**src/rtl/pulse_param_pkg.sv**
```systemverilog
// Shared types, address map and reset defaults for the pulse parameter loader.
package pulse_param_pkg;

    localparam logic [7:0] HEADER_DEFAULT       = 8'hA5;

    localparam logic [7:0] ADDR_PERIOD          = 8'd0;
    localparam logic [7:0] ADDR_P1WIDTH         = 8'd1;
    localparam logic [7:0] ADDR_DELAY           = 8'd2;
    localparam logic [7:0] ADDR_P2WIDTH         = 8'd3;
    localparam logic [7:0] ADDR_ATT             = 8'd4;
    localparam logic [7:0] ADDR_CPMG            = 8'd5;
    localparam logic [7:0] ADDR_PULSE_BLOCK     = 8'd6;
    localparam logic [7:0] ADDR_PULSE_BLOCK_OFF = 8'd7;
    localparam logic [7:0] ADDR_FLAGS           = 8'd8;
    localparam logic [7:0] ADDR_COMMIT          = 8'd9;

    localparam logic [31:0] DEF_PERIOD_DEFAULT  = 32'd200000;
    localparam logic [31:0] DEF_P1WIDTH         = 32'd20;
    localparam logic [31:0] DEF_DELAY           = 32'd200;
    localparam logic [31:0] DEF_P2WIDTH         = 32'd40;
    localparam logic [6:0]  DEF_PRE_ATT         = 7'd0;
    localparam logic [6:0]  DEF_POST_ATT        = 7'd0;
    localparam logic [7:0]  DEF_CPMG            = 8'd1;
    localparam logic [7:0]  DEF_PULSE_BLOCK     = 8'd50;
    localparam logic [15:0] DEF_PULSE_BLOCK_OFF = 16'd100;
    localparam logic        DEF_PUMP            = 1'b1;
    localparam logic        DEF_BLOCK           = 1'b0;

    typedef enum logic [1:0] {
        ST_IDLE = 2'd0,
        ST_ADDR = 2'd1,
        ST_DATA = 2'd2,
        ST_CSUM = 2'd3
    } frame_state_t;

    typedef struct packed {
        logic [31:0] period;
        logic [31:0] p1width;
        logic [31:0] delay;
        logic [31:0] p2width;
        logic [6:0]  pre_att;
        logic [6:0]  post_att;
        logic [7:0]  cpmg;
        logic [7:0]  pulse_block;
        logic [15:0] pulse_block_off;
        logic        pump;
        logic        block;
    } pulse_params_t;

    function automatic pulse_params_t default_params(input logic [31:0] def_period);
        pulse_params_t p;
        p.period          = def_period;
        p.p1width         = DEF_P1WIDTH;
        p.delay           = DEF_DELAY;
        p.p2width         = DEF_P2WIDTH;
        p.pre_att         = DEF_PRE_ATT;
        p.post_att        = DEF_POST_ATT;
        p.cpmg            = DEF_CPMG;
        p.pulse_block     = DEF_PULSE_BLOCK;
        p.pulse_block_off = DEF_PULSE_BLOCK_OFF;
        p.pump            = DEF_PUMP;
        p.block           = DEF_BLOCK;
        return p;
    endfunction

    function automatic logic [7:0] frame_csum(input logic [7:0] addr, input logic [31:0] data);
        return addr ^ data[31:24] ^ data[23:16] ^ data[15:8] ^ data[7:0];
    endfunction

    // Narrow fields take the low bits of the word; unknown addresses leave the set untouched.
    function automatic pulse_params_t write_field(input pulse_params_t cur,
                                                  input logic [7:0]    addr,
                                                  input logic [31:0]   data);
        pulse_params_t p;
        p = cur;
        case (addr)
            ADDR_PERIOD:          p.period          = data;
            ADDR_P1WIDTH:         p.p1width         = data;
            ADDR_DELAY:           p.delay           = data;
            ADDR_P2WIDTH:         p.p2width         = data;
            ADDR_ATT: begin
                p.pre_att  = data[14:8];
                p.post_att = data[6:0];
            end
            ADDR_CPMG:            p.cpmg            = data[7:0];
            ADDR_PULSE_BLOCK:     p.pulse_block     = data[7:0];
            ADDR_PULSE_BLOCK_OFF: p.pulse_block_off = data[15:0];
            ADDR_FLAGS: begin
                p.pump  = data[0];
                p.block = data[1];
            end
            default:              p = cur;
        endcase
        return p;
    endfunction

endpackage

```
**src/rtl/pulse_param_loader_if.sv**
```systemverilog
// Byte stream from the host UART receiver into the parameter loader.
interface pulse_param_loader_if;
    logic [7:0] rx_data;
    logic       rx_valid;

    modport master (output rx_data, output rx_valid);
    modport slave  (input  rx_data, input  rx_valid);
endinterface

```
**src/rtl/pulse_param_loader_frame_rx.sv**
```systemverilog
// Frame parser: HEADER, ADDR, D3..D0, CSUM -> one-cycle {addr, data, wr} strobe or frame_err.
// Optional inter-byte timeout when FRAME_TIMEOUT_EN is defined.
module param_frame_rx
    import pulse_param_pkg::*;
#(
    parameter logic [7:0]  HEADER      = HEADER_DEFAULT,
    parameter int unsigned TIMEOUT_CYC = 200000
) (
    input  logic                 clk_pll,
    input  logic                 reset,
    pulse_param_loader_if.slave  rx,
    output logic [7:0]           wr_addr,
    output logic [31:0]          wr_data,
    output logic                 wr,
    output logic                 frame_err
);

    frame_state_t state_r, state_nxt;
    logic [7:0]   addr_r, addr_nxt;
    logic [31:0]  data_r, data_nxt;
    logic [1:0]   idx_r, idx_nxt;
    logic         wr_r, wr_nxt;
    logic         err_r, err_nxt;

`ifdef FRAME_TIMEOUT_EN
    logic [31:0]  gap_r, gap_nxt;
`else
    logic         unused_timeout_s;
    assign unused_timeout_s = (TIMEOUT_CYC == 0);
`endif

    // Next-state, byte assembly and checksum verdict.
    always_comb begin
        state_nxt = state_r;
        addr_nxt  = addr_r;
        data_nxt  = data_r;
        idx_nxt   = idx_r;
        wr_nxt    = 1'b0;
        err_nxt   = 1'b0;
        if (rx.rx_valid) begin
            case (state_r)
                ST_IDLE: begin
                    if (rx.rx_data == HEADER) begin
                        state_nxt = ST_ADDR;
                    end else begin
                        state_nxt = ST_IDLE;
                    end
                end
                ST_ADDR: begin
                    addr_nxt  = rx.rx_data;
                    idx_nxt   = 2'd0;
                    state_nxt = ST_DATA;
                end
                ST_DATA: begin
                    data_nxt = {data_r[23:0], rx.rx_data};
                    idx_nxt  = idx_r + 2'd1;
                    if (idx_r == 2'd3) begin
                        state_nxt = ST_CSUM;
                    end else begin
                        state_nxt = ST_DATA;
                    end
                end
                ST_CSUM: begin
                    state_nxt = ST_IDLE;
                    if ((rx.rx_data == frame_csum(addr_r, data_r)) && (addr_r <= ADDR_COMMIT)) begin
                        wr_nxt = 1'b1;
                    end else begin
                        err_nxt = 1'b1;
                    end
                end
                default: state_nxt = ST_IDLE;
            endcase
        end else begin
            state_nxt = state_r;
        end

`ifdef FRAME_TIMEOUT_EN
        gap_nxt = 32'd0;
        if ((state_r != ST_IDLE) && !rx.rx_valid) begin
            if (gap_r >= (TIMEOUT_CYC - 32'd1)) begin
                state_nxt = ST_IDLE;
                err_nxt   = 1'b1;
                gap_nxt   = 32'd0;
            end else begin
                gap_nxt = gap_r + 32'd1;
            end
        end else begin
            gap_nxt = 32'd0;
        end
`endif
    end

    // FSM state register.
    always_ff @(posedge clk_pll or posedge reset) begin
        if (reset) begin
            state_r <= ST_IDLE;
        end else begin
            state_r <= state_nxt;
        end
    end

    // Frame datapath and registered strobes.
    always_ff @(posedge clk_pll or posedge reset) begin
        if (reset) begin
            addr_r <= 8'd0;
            data_r <= 32'd0;
            idx_r  <= 2'd0;
            wr_r   <= 1'b0;
            err_r  <= 1'b0;
`ifdef FRAME_TIMEOUT_EN
            gap_r  <= 32'd0;
`endif
        end else begin
            addr_r <= addr_nxt;
            data_r <= data_nxt;
            idx_r  <= idx_nxt;
            wr_r   <= wr_nxt;
            err_r  <= err_nxt;
`ifdef FRAME_TIMEOUT_EN
            gap_r  <= gap_nxt;
`endif
        end
    end

    // addr_r/data_r are stable for the strobe cycle: the next ADDR byte needs a HEADER first.
    assign wr_addr   = addr_r;
    assign wr_data   = data_r;
    assign wr        = wr_r;
    assign frame_err = err_r;

endmodule

```
**src/rtl/pulse_param_loader.sv**
```systemverilog
// Shadow/active parameter banks for the pulse sequencer; shadow copied to active on a
// period boundary after COMMIT. FRAME_TIMEOUT_EN enables the inter-byte frame timeout.
module pulse_param_loader
    import pulse_param_pkg::*;
#(
    parameter logic [7:0]  HEADER      = HEADER_DEFAULT,
    parameter int unsigned TIMEOUT_CYC = 200000,
    parameter logic [31:0] DEF_PERIOD  = DEF_PERIOD_DEFAULT
) (
    input  logic                 clk_pll,
    input  logic                 reset,
    pulse_param_loader_if.slave  rx,
    input  logic                 cycle_start,
    output logic [31:0]          period,
    output logic [31:0]          p1width,
    output logic [31:0]          delay,
    output logic [31:0]          p2width,
    output logic [6:0]           pre_att,
    output logic [6:0]           post_att,
    output logic [7:0]           cpmg,
    output logic [7:0]           pulse_block,
    output logic [15:0]          pulse_block_off,
    output logic                 pump,
    output logic                 block,
    output logic                 commit_pending,
    output logic                 frame_err,
    output logic                 applied
);

    localparam pulse_params_t RESET_PARAMS = default_params(DEF_PERIOD);

    logic [7:0]    wr_addr_s;
    logic [31:0]   wr_data_s;
    logic          wr_s;
    logic          commit_wr_s;
    logic          apply_s;

    pulse_params_t shadow_r, shadow_nxt;
    pulse_params_t active_r, active_nxt;
    logic          commit_pending_r, commit_pending_nxt;
    logic          applied_r, applied_nxt;

    param_frame_rx #(
        .HEADER      (HEADER),
        .TIMEOUT_CYC (TIMEOUT_CYC)
    ) u_frame_rx (
        .clk_pll   (clk_pll),
        .reset     (reset),
        .rx        (rx),
        .wr_addr   (wr_addr_s),
        .wr_data   (wr_data_s),
        .wr        (wr_s),
        .frame_err (frame_err)
    );

    assign commit_wr_s = wr_s && (wr_addr_s == ADDR_COMMIT);
    assign apply_s     = cycle_start && commit_pending_r;

    // Shadow write, boundary apply and commit bookkeeping.
    always_comb begin
        shadow_nxt         = shadow_r;
        active_nxt         = active_r;
        applied_nxt        = 1'b0;
        commit_pending_nxt = commit_pending_r;
        if (wr_s && !commit_wr_s) begin
            shadow_nxt = write_field(shadow_r, wr_addr_s, wr_data_s);
        end else begin
            shadow_nxt = shadow_r;
        end
        if (apply_s) begin
            active_nxt  = shadow_r;
            applied_nxt = 1'b1;
        end else begin
            active_nxt  = active_r;
            applied_nxt = 1'b0;
        end
        // A COMMIT landing on the apply cycle stays pending for the next boundary.
        commit_pending_nxt = (commit_pending_r && !apply_s) || commit_wr_s;
    end

    // Parameter banks and status registers.
    always_ff @(posedge clk_pll or posedge reset) begin
        if (reset) begin
            shadow_r         <= RESET_PARAMS;
            active_r         <= RESET_PARAMS;
            commit_pending_r <= 1'b0;
            applied_r        <= 1'b0;
        end else begin
            shadow_r         <= shadow_nxt;
            active_r         <= active_nxt;
            commit_pending_r <= commit_pending_nxt;
            applied_r        <= applied_nxt;
        end
    end

    assign period          = active_r.period;
    assign p1width         = active_r.p1width;
    assign delay           = active_r.delay;
    assign p2width         = active_r.p2width;
    assign pre_att         = active_r.pre_att;
    assign post_att        = active_r.post_att;
    assign cpmg            = active_r.cpmg;
    assign pulse_block     = active_r.pulse_block;
    assign pulse_block_off = active_r.pulse_block_off;
    assign pump            = active_r.pump;
    assign block           = active_r.block;
    assign commit_pending  = commit_pending_r;
    assign applied         = applied_r;

endmodule

```
**src/flat_wrapper.sv**
```systemverilog
// flat-port wrapper written by rule: the top's interface ports become plain ports
module pulse_param_loader_flat import pulse_param_pkg::*;
#(
    parameter logic [7:0]  HEADER      = HEADER_DEFAULT,
    parameter int unsigned TIMEOUT_CYC = 200000,
    parameter logic [31:0] DEF_PERIOD  = DEF_PERIOD_DEFAULT
)
  (clk_pll, reset, cycle_start, period, p1width, delay, p2width, pre_att, post_att, cpmg, pulse_block, pulse_block_off, pump, block, commit_pending, frame_err, applied, rx_rx_data, rx_rx_valid);
  pulse_param_loader_if rx_i ();
  input  logic clk_pll;
  input  logic reset;
  input  logic cycle_start;
  output logic [31:0] period;
  output logic [31:0] p1width;
  output logic [31:0] delay;
  output logic [31:0] p2width;
  output logic [6:0] pre_att;
  output logic [6:0] post_att;
  output logic [7:0] cpmg;
  output logic [7:0] pulse_block;
  output logic [15:0] pulse_block_off;
  output logic pump;
  output logic block;
  output logic commit_pending;
  output logic frame_err;
  output logic applied;
  input wire logic [$bits(rx_i.rx_data)-1:0] rx_rx_data;
  input wire logic [$bits(rx_i.rx_valid)-1:0] rx_rx_valid;
  assign rx_i.rx_data = rx_rx_data;
  assign rx_i.rx_valid = rx_rx_valid;
  pulse_param_loader #(.HEADER(HEADER), .TIMEOUT_CYC(TIMEOUT_CYC), .DEF_PERIOD(DEF_PERIOD)) u_core (.clk_pll(clk_pll), .reset(reset), .rx(rx_i), .cycle_start(cycle_start), .period(period), .p1width(p1width), .delay(delay), .p2width(p2width), .pre_att(pre_att), .post_att(post_att), .cpmg(cpmg), .pulse_block(pulse_block), .pulse_block_off(pulse_block_off), .pump(pump), .block(block), .commit_pending(commit_pending), .frame_err(frame_err), .applied(applied));
endmodule
```
**config.mk**
```make
export PLATFORM = sky130hd
export DESIGN_NAME = pulse_param_loader_flat
export DESIGN_NICKNAME = d
export VERILOG_FILES = /design/src/rtl/pulse_param_pkg.sv /design/src/rtl/pulse_param_loader_if.sv /design/src/rtl/pulse_param_loader_frame_rx.sv /design/src/rtl/pulse_param_loader.sv /design/src/flat_wrapper.sv
export SDC_FILE = /design/constraint.sdc
export NUM_CORES = 1
export LEC_CHECK = 0
export CAP_MARGIN = 10
export CORE_UTILIZATION = 50
export DETAILED_ROUTE_END_ITERATION = 6
export GPL_ROUTABILITY_DRIVEN = 0
export PLACE_DENSITY = 0.85
export SYNTH_ARGS = -nofsm -noshare
export SYNTH_HDL_FRONTEND = slang
export SYNTH_SLANG_ARGS = --single-unit
```
**constraint.sdc**
```tcl
create_clock -name clk_pll -period 14.33 [get_ports clk_pll]
set_clock_uncertainty 0.1 [all_clocks]
set_input_delay 3.5825 -clock clk_pll [delete_from_list [all_inputs] [get_ports clk_pll]]
set_output_delay 3.5825 -clock clk_pll [all_outputs]
set_load 0.03 [all_outputs]
```
# == Yosys cells after proc, flatten, opt, wreduce, memory -nomap -nowiden ==
# Index checks and enable logic that the tools add are counted.
# classes
bitwise_logic,4
n_mux,11
n_eq_ne,15
reduce_logical,23
addsub,1
magnitude_cmp,1
# op_table
cell,count
$eq 8x3->1 const B,4
$xor 8x8->8,4
$reduce_and 2->1,12
$eq 8x2->1 const B,2
$eq 8x4->1 const B,2
$mux 1,9
$eq 8x1->1 const B,1
$eq 8x8->1,1
$eq 8x8->1 const B,1
$le 8x4->1 const B,1
$logic_not 8->1,1
$pmux 2 s4,1
$eq 2x2->1 const B,3
$logic_and 1x1->1,5
$pmux 2 s2,1
$add 2x1->2 const B,1
$eq 2x1->1 const B,1
$logic_not 1->1,2
$logic_not 2->1,1
$reduce_bool 2->1,1
$logic_or 1x1->1,1
# totals
register_bits,400
out_inout_bits,179
wordCells,85
inputBits,12

# == Longest topological paths before layout ==
# Gate-level depths: netlist (run 1).
# depth
ltp_word,9
depth_mapped,6
mapped_depth_nobuf,6

# == Modules after synthesis ==
# Synthesis (run 1) repeated with hierarchy kept, for this count alone.
# hier_totals
cells_unflattened,921
hier_area_um2,15441.1
# modules_own_cells
mod,instances,cells_each,seq_area_each_um2,area_each_um2
pulse_param_loader,1,767,8911.0,13221.4
param_frame_rx,1,154,1151.1,2219.6

# == Worst setup path before layout (run 1) ==
# OpenSTA, ideal clock, no wires.
# synth_timing
kind,input-to-reg
start,in cycle_start
end,reg u_core.active_r (netlist bit u_core.p1width[0])
slack_ns,9.225
t_arrival_ns,4.880
cell_stages,5
t_required_ns,14.105
setup_time_ns,0.125
n_path_buf,2
path_cell_list,nand2_1 > inv_2 > clkbuf_1 > clkbuf_1 > mux2_2
# synth_between
elab_chain_cells,1
# synth_lines
element,line,text
from (decl),flat_wrapper.sv:12,input logic cycle_start;
$logic_and 1x1->1,pulse_param_loader.sv:57,assign apply_s = cycle_start && commit_pending_r;
to (signal assigned),pulse_param_loader.sv:90,active_r <= active_nxt;
to (decl),pulse_param_loader.sv:39,"pulse_params_t active_r, active_nxt;"
# No other way between the ends.
# A chain may end at the register's enable or synchronous reset.

# == Worst setup path in the final report (run 1) ==
# layout_timing
start,in cycle_start
end,reg u_core.active_r (netlist bit u_core.p1width[16])
# The elaborated chain is that of the path after synthesis.

==> out/qor.yml, run 1 <==
synth_fp_nets: 956
final.setup.tns_ns: 0
worstSetupPathType: "input port to register"
fp.dieW_um: 178.3
fp.dieH_um: 178.3
fin_crit_sh_pct: 42.32
yosysWarnings: 0
fmax_mhz: 164.9
rsz0062_at_grt: "false"
ir_worst_vdd_mv: 0.09488
period_needed_ns: 6.065
crit_path_start_kind: "input port"
postLayoutCellArea_mm2: 0.01918
syn_area_per_cell_um2: 16.55
dpl.cell_count: 1477
met2_length_mm: 16.08
ant_nets: 0
power_leakage_nw: 9.246
relSlewSlack_pct: 29.70
grt_pass1_wl_mm: 51.37
drc: 0
fin_ws_ns: 8.265
synth_edf_count: 0
cts-resized-gates: 0
clk_pin_slew_ns: 0.06
overflow: 0
synth_area_mm2: 0.01554
cts_buffers: 41
drive_above_1_share_pct: 43.30
status: "complete, no violations"
synth-main-ff-cell: "dfrtp_1"
required_ns: 14.63
clockBufferDepth: 3
hold_viol: 0
cts-hold-fix-buffers: 0
pre_cts_slack_ns: 7.706
dieArea_mm2: 0.03179
most-common-layout-cells: "362 x mux2_2, 358 x dfrtp_1, 190 x clkdlybuf4s50_1"
track_usage_pct: 21.32
yosysUniqueCellTypes: 37
io_buffers: 190
fillers: 2215
dr.max_layer_used: "met4"
rows: 64
ys_seq_area_share_pct: 64.75
arrival_ns: 6.36
root_buffer: "clkbuf_16"
htreeDepth: 2
layout_commonest_cell: "mux2_2"
grt_max_degree: 180
dp_hpwl_mm: 20.65
final_nets: 1141
avgViaCountPerCell: 5.331
cts_setup_buffers: 0
worst_setup_path_end_kind: "register"
clk-insertion-delay-late_ns: 0.53
wirelength_mm: 32.61
cts_tree: "done"
maxCapViolations: 0
pwr_density_cell_mw_per_mm2: 142.5
stdcell_count: 1555
start_util_pct: 50.80
core-area_mm2: 0.03059
hold_ws_ns: 0.3834
wire_per_inst_um: 20.97
place_area_mm2: 0.01777
wl_met3_mm: 1.423
wl_met1_mm: 14.39
antenna_found_initial: 2
ioPinCount: 191
hp-class: "register to register"
clock-sinks: 400
setup_viol: 0
drv_slew: 0
dr.pass1.iters: 4
tightest_slew_ns: 1.054
synthCells: 939
first_global_vias: 8942
critPathMaxFanout: 76
synthArstFlopShare_pct: 100.0
drtIter0Drc: 395
vias: 8289
synth-seq-cells: 400
area_growth_pct: 23.44
registers in the layout, indices dropped and copies added, names as in the netlist, 16 cells and up:
signal,cells
u_core.p1width,32
u_core.u_frame_rx.wr_data,32
u_core.p2width,32
u_core.period,32
u_core.delay,32
u_core.pulse_block_off,16
u_core.shadow_r,176
metal layers:
metal | up-vias | global-route usage, %
met5 | - | 0
met4 | 0 | 6.497
met3 | 47 | 3.751
met2 | 177 | 35.00
met1 | 4388 | 29.05
li1 | 3677 | -
through the flow:
step | power (mW) | util, %
2_1_floorplan | 1.537 | -
3_3_place_gp | 1.653 | 58.09
3_5_place_dp | 1.667 | 58.09
4_1_cts | 2.766 | 62.69
5_1_grt | 2.836 | 62.71
6_report | 2.733 | 62.71
cell families (layout without fill, tap and decap cells):
kind of cell / Yosys count / after routing / synth area share, %
compound gates: 8 / 8 / 0.2737
mux: 392 / 392 / 28.65
buf+inv: 61 / 279 / 1.771
fa+ha+maj: 5 / 5 / 0.4026
xor+xnor: 33 / 33 / 2.480
other cells: 0 / 2 / 0
flops: 400 / 400 / 64.75
simple gates: 40 / 40 / 1.675
worst paths after layout:
check                                                 start                          endpoint  slack, ns  cells after the start
setup / recovery                                cycle_start    u_core.p1width[16]$_DFFE_PP0P_       8.26                      6
hold / removal             u_core.shadow_r[153]$_DFFE_PP0P_  u_core.shadow_r[153]$_DFFE_PP0P_       0.38                      1
setup reg to reg            u_core.commit_pending$_DFF_PP0_    u_core.p1width[16]$_DFFE_PP0P_      11.42                      5
hold reg to reg            u_core.shadow_r[153]$_DFFE_PP0P_  u_core.shadow_r[153]$_DFFE_PP0P_       0.38                      1
max in group asynchronous                             reset       u_core.delay[1]$_DFFE_PP0P_       9.09                      4
min in group asynchronous                             reset      u_core.delay[11]$_DFFE_PP0P_       3.53                      3
where the power goes:
group	leakage, nW	switching (mW)	total [mW]	internal (mW)
sequential	5.35	0.185	1.37	1.19
combinational	3.20	0.0946	0.270	0.175
clock	0.693	0.435	1.09	0.658
synthesized netlist by cell type (5+ instances only):
cell type / n / area share (%)
mux2_2: 362 / 26
dfrtp_1: 358 / 58
clkbuf_1: 42 / 1.0
dfstp_2: 42 / 7.1
xnor2_1: 26 / 1.5
mux2_1: 20 / 1.4
nand2_1: 14 / 0.34
mux2_4: 10 / 0.97
xnor3_1: 7 / 1.0
buf_2: 6 / 0.19
ha_1: 5 / 0.40
o21ai_0: 5 / 0.16
final cells by class:
type / count / area [um^2] / share of cell area [%]
flip-flops and latches: 400 / 10060 / 52.46
multi-input cells: 478 / 5209 / 27.15
repair buffers: 198 / 1974 / 10.29
clock buffers: 56 / 1152 / 6.007
well taps: 396 / 495.5 / 2.583
clock inverters: 20 / 256.5 / 1.337
inverters: 5 / 27.53 / 0.1435
diodes: 2 / 5.005 / 0.02609
worst max-delay path, stage by stage:
cell and delay [ns]:
clkdlybuf4s50_1 0.49, nand2_2 0.05, buf_4 0.30, inv_6 0.47, buf_4 0.85, mux2_2 0.43
Power figures use the tool's default switching activity.
==> run 2: changes to the inputs <==
Settings changed: CORE_UTILIZATION 50 to 55, PLACE_DENSITY 0.85 to 0.88.
Clock period 14.33 ns to 5.7 ns, I/O delays scaled along.
==> run 2 against run 1 <==
  * Critical path depth decreased by 5
  * Worst hold slack got worse by 0.0032 ns
  * Final area about the same
  * Flip-flop and latch count unchanged
  * Clock-buffer cell count decreased by 1
  * Clock power increased to 2.6 times the previous value
  * Via count increased by 1.5%
  * Core utilization increased by 6.3 points
==> out/qor.yml, run 2 (synthesized netlist as in run 1, its figures left out) <==
relSlewSlack_pct: 28.68
required_ns: 4.18
swShare_pct: 25.65
p_int_mw: 5.157
clk_pin_slew_ns: 0.06
drtIter0Drc: 438
power_frac_seq_pct: 49.8
root_buffer: "clkbuf_16"
tightest_slew_ns: 1.067
overflow: 0
worstHoldEndpoint: "u_core.shadow_r[153]$_DFFE_PP0P_"
fp.dieH_um: 170.1
path_cells: "clkdlybuf4s50_1"
grt_max_degree: 179
antenna_found_initial: 2
pwr_density_cell_mw_per_mm2: 361.6
final.setup.tns_ns: 0
dieArea_mm2: 0.02893
ioPinCount: 191
area_growth_pct: 23.45
setup_viol: 0
r2r_cells: 4
regMostFlops: "u_core.shadow_r"
drc: 0
largest_reg_flops: 176
cts-resized-gates: 0
reg2reg_to: "u_core.shadow_r[135]$_DFFE_PP0P_"
power_leakage_nw: 9.248
fin_total_pwr_mw: 6.937
holdPathStages: 1
use_met3_pct: 4.047
most-common-layout-cells: "362 x mux2_2, 358 x dfrtp_1, 190 x clkdlybuf4s50_1"
final_nets: 1139
rsz0062_at_grt: "false"
clock-sinks: 400
grt_pass1_wl_mm: 51.20
p_comb_share_pct: 9.8
crit_path_start_kind: "register"
worstSetupPathType: "register to output pin"
worst_setup_path_end_kind: "output pin"
hp-start: "u_core.shadow_r[153]$_DFFE_PP0P_"
wirelength_mm: 32.42
power_frac_clock_pct: 40.3
core-area_mm2: 0.02778
ant_nets: 0
stdcell_count: 1531
place_area_mm2: 0.01776
rows: 61
first_global_vias: 8937
start_util_pct: 55.94
dpl.cell_count: 1459
pre_cts_slack_ns: 1.980
arrival_ns: 1.78
drive_above_1_share_pct: 43.18
layout_commonest_cell: "mux2_2"
status: "complete, no violations"
dp_hpwl_mm: 20.35
io_buffers: 190
reg2reg_from: "u_core.u_frame_rx.wr_addr[6]$_DFFE_PP0P_"
maxCapViolations: 0
hold_ws_ns: 0.3802
avgViaCountPerCell: 5.498
critPathMaxFanout: 2
clockBufferDepth: 3
dr.pass1.iters: 6
fmax_mhz: 302.2
ir_worst_vdd_mv: 0.3020
hp-class: "register to register"
crit_family: "buffers and inverters"
use_met2_pct: 38.79
met1_usage_pct: 31.46
cts_tree: "done"
clk-insertion-delay-late_ns: 0.53
power.switching_mw: 1.779
cts-hold-fix-buffers: 0
vias: 8417
period_needed_ns: 3.310
cts_buffers: 39
r2r_slack_ns: 3.00
cp.buffers_inverters: 1
utilization_pct: 69.05
fp.dieW_um: 170.1
fin_crit_sh_pct: 58.06
wire_per_inst_um: 21.17
slowest_stage: "clkdlybuf4s50_1"
top_usage_layer: "met2"
startpoint: "u_core.pump$_DFFE_PP1P_"
postLayoutCellArea_mm2: 0.01918
hold_viol: 0
drv_slew: 0
track_usage_pct: 23.25
htreeDepth: 2
cts_setup_buffers: 0
max_stage_delay_ns: 0.73
fin_ws_ns: 2.390
-- run 2: layer usage --
layer	vias to the layer above	part of all wire [%]
met3	55	4.5
li1	3664	-
met5	-	0.037
met2	197	50
met1	4499	44
met4	2	2.1
-- run 2: power by group through the flow --
stage	registers (mW)	clock network, mW	logic (mW)
after floorplan	3.15	0	0.713
after global placement	3.50	0	0.663
after detailed placement	3.51	0	0.688
after CTS	3.46	2.85	0.691
after global routing	3.48	2.96	0.747
final	3.46	2.80	0.683
-- run 2: worst max path at each step --
stage	cells after the start	endpoint	slack [ns]
floorplan	1	u_core.applied$_DFF_PP0_	-1.18
global placement	5	u_core.period[12]$_DFFE_PP0P_	2.01
detailed placement	5	u_core.p1width[13]$_DFFE_PP0P_	1.98
CTS	1	pump	2.39
global route	1	pump	2.38
finish	1	pump	2.39
-- run 2: area by class of cell --
type	count	area [um^2]
clock inverters	15	261.5
diodes	2	5.005
clock buffers	55	1159
fillers	1883	8598
flip-flops and latches	400	10060
inverters	5	27.53
well taps	378	473.0
multi-input cells	478	5209
repair buffers	198	1987
==> run 3: changes to the inputs <==
Settings changed: CORE_UTILIZATION 55 to 50, PLACE_DENSITY 0.88 to 0.85.
Clock period 5.7 ns to 2.8 ns, I/O delays scaled along.
==> run 3 against run 2 <==
  * Final cell count rose by 2.7%
  * Critical path depth did not move
  * Power rose by 98%
  * Clock-buffer cell count rose by 1
  * Routed wire length is 1.9% higher
  * Core utilization fell by 5.8 points
  * Critical path type unchanged
  * Largest power group unchanged
  * Worst hold slack gained 0.0036 ns
  * First-iteration DRC count fell by 24%
==> out/qor.yml, run 3 (synthesized netlist as in run 1, its figures left out) <==
regMostFlops: "u_core.shadow_r"
place_area_mm2: 0.01805
period_needed_ns: 2.557
most-common-layout-cells: "362 x mux2_2, 358 x dfrtp_1, 190 x clkdlybuf4s50_1"
postLayoutCellArea_mm2: 0.01935
drive_above_1_share_pct: 44.05
hp-start: "u_core.shadow_r[151]$_DFFE_PP0P_"
dp_hpwl_mm: 21.74
reg2reg_to: "u_core.shadow_r[157]$_DFFE_PP0P_"
area_growth_pct: 24.54
clk_pin_slew_ns: 0.06
arrival_ns: 1.76
pre_cts_slack_ns: 0.2426
cts-resized-gates: 0
root_buffer: "clkbuf_16"
wire_per_inst_um: 20.99
htreeDepth: 2
largest_reg_flops: 176
fin_ws_ns: 0.2427
r2r_cells: 5
drv_slew: 0
cts-hold-fix-buffers: 0
cts_buffers: 41
dpl.cell_count: 1499
reg2reg_from: "u_core.u_frame_rx.wr_addr[6]$_DFFE_PP0P_"
crit_path_start_kind: "register"
power_leakage_nw: 9.341
maxCapViolations: 0
r2r_slack_ns: 0.34
fin_crit_sh_pct: 91.33
grt_max_degree: 119
vias: 8392
rsz0062_at_grt: "false"
drc: 0
max_stage_delay_ns: 0.71
path_cells: "clkdlybuf4s50_1"
cp.buffers_inverters: 1
tightest_slew_ns: 0.6550
clk-insertion-delay-late_ns: 0.52
avgViaCountPerCell: 5.335
worstSetupPathDepth: 1
crit_family: "buffers and inverters"
ant_nets: 0
rows: 64
pwr_density_cell_mw_per_mm2: 709.2
relSlewSlack_pct: 56.33
core-area_mm2: 0.03059
dr.pass1.iters: 4
required_ns: 2.00
hp-class: "register to register"
io_buffers: 190
ioPinCount: 191
status: "complete, no violations"
layout_commonest_cell: "mux2_2"
holdPathStages: 1
track_usage_pct: 21.66
overflow: 0
hold_viol: 0
fp.dieW_um: 178.3
clockBufferDepth: 3
fmax_mhz: 391.0
cts_tree: "done"
dieArea_mm2: 0.03179
setup_viol: 0
ir_worst_vdd_mv: 0.5041
wirelength_mm: 33.02
antenna_found_initial: 1
final_nets: 1163
clock-sinks: 400
worstSetupPathType: "register to output pin"
drtIter0Drc: 332
cts_setup_buffers: 0
grt_pass1_wl_mm: 52.07
start_util_pct: 50.80
critPathMaxFanout: 2
worstHoldEndpoint: "u_core.shadow_r[151]$_DFFE_PP0P_"
stdcell_count: 1573
slowest_stage: "clkdlybuf4s50_1"
fp.dieH_um: 178.3
first_global_vias: 9079
worst_setup_path_end_kind: "output pin"
run 3: changes by cell type in the layout (fill, tap and decap cells not counted), sizes merged:
cell,before,now
buf,8,30
clkinv,4,11
bufinv,7,2
clkbuf,55,56
clkinvlp,4,3
diode,2,1
inv,5,6
run 3: how the worst max path moves through the flow:
stage,startpoint,to,slack (ns)
floorplan,reset,u_core.applied$_DFF_PP0_,-3.35
global placement,rx_rx_data[3],u_core.u_frame_rx.wr$_DFF_PP0_,0.28
detailed placement,rx_rx_data[3],u_core.u_frame_rx.wr$_DFF_PP0_,0.24
CTS,u_core.pump$_DFFE_PP1P_,pump,0.23
global route,u_core.p2width[3]$_DFFE_PP1P_,p2width[3],0.22
finish,u_core.pump$_DFFE_PP1P_,pump,0.24
run 3: area by class of cell:
cell class / instances / area, um^2
diodes: 1 / 2.502
multi-input cells: 478 / 5209
well taps: 396 / 495.5
inverters: 5 / 27.53
clock buffers: 56 / 1155
fillers: 2188 / 11240
flip-flops and latches: 400 / 10060
clock inverters: 17 / 150.1
repair buffers: 220 / 2252
run 3: layer usage:
layer	up-vias	track usage, %	share of wire (%)
li1	3716	-	-
met1	4439	28.95	44
met2	188	36.01	50
met3	49	4.049	4.6
met4	0	6.532	2.2
met5	-	0	0
run 3: through the flow:
step / utilization, % / power, mW / hold WS (ns) / setup TNS (ns)
5_1_grt: 63.27 / 14.28 / 0.4070 / 0
3_5_place_dp: 58.99 / 8.599 / 0.3771 / 0
2_1_floorplan: - / 7.866 / 0.3522 / -1278.78
3_3_place_gp: 58.99 / 8.526 / 0.3618 / 0
4_1_cts: 63.26 / 13.87 / 0.3866 / 0
6_report: 63.27 / 13.73 / 0.3838 / 0
run 3: where the power goes:
| part | internal (mW) | switching, mW |
|---|---|---|
| registers | 6.06 | 0.967 |
| clock network | 3.09 | 2.17 |
| logic | 0.920 | 0.519 |
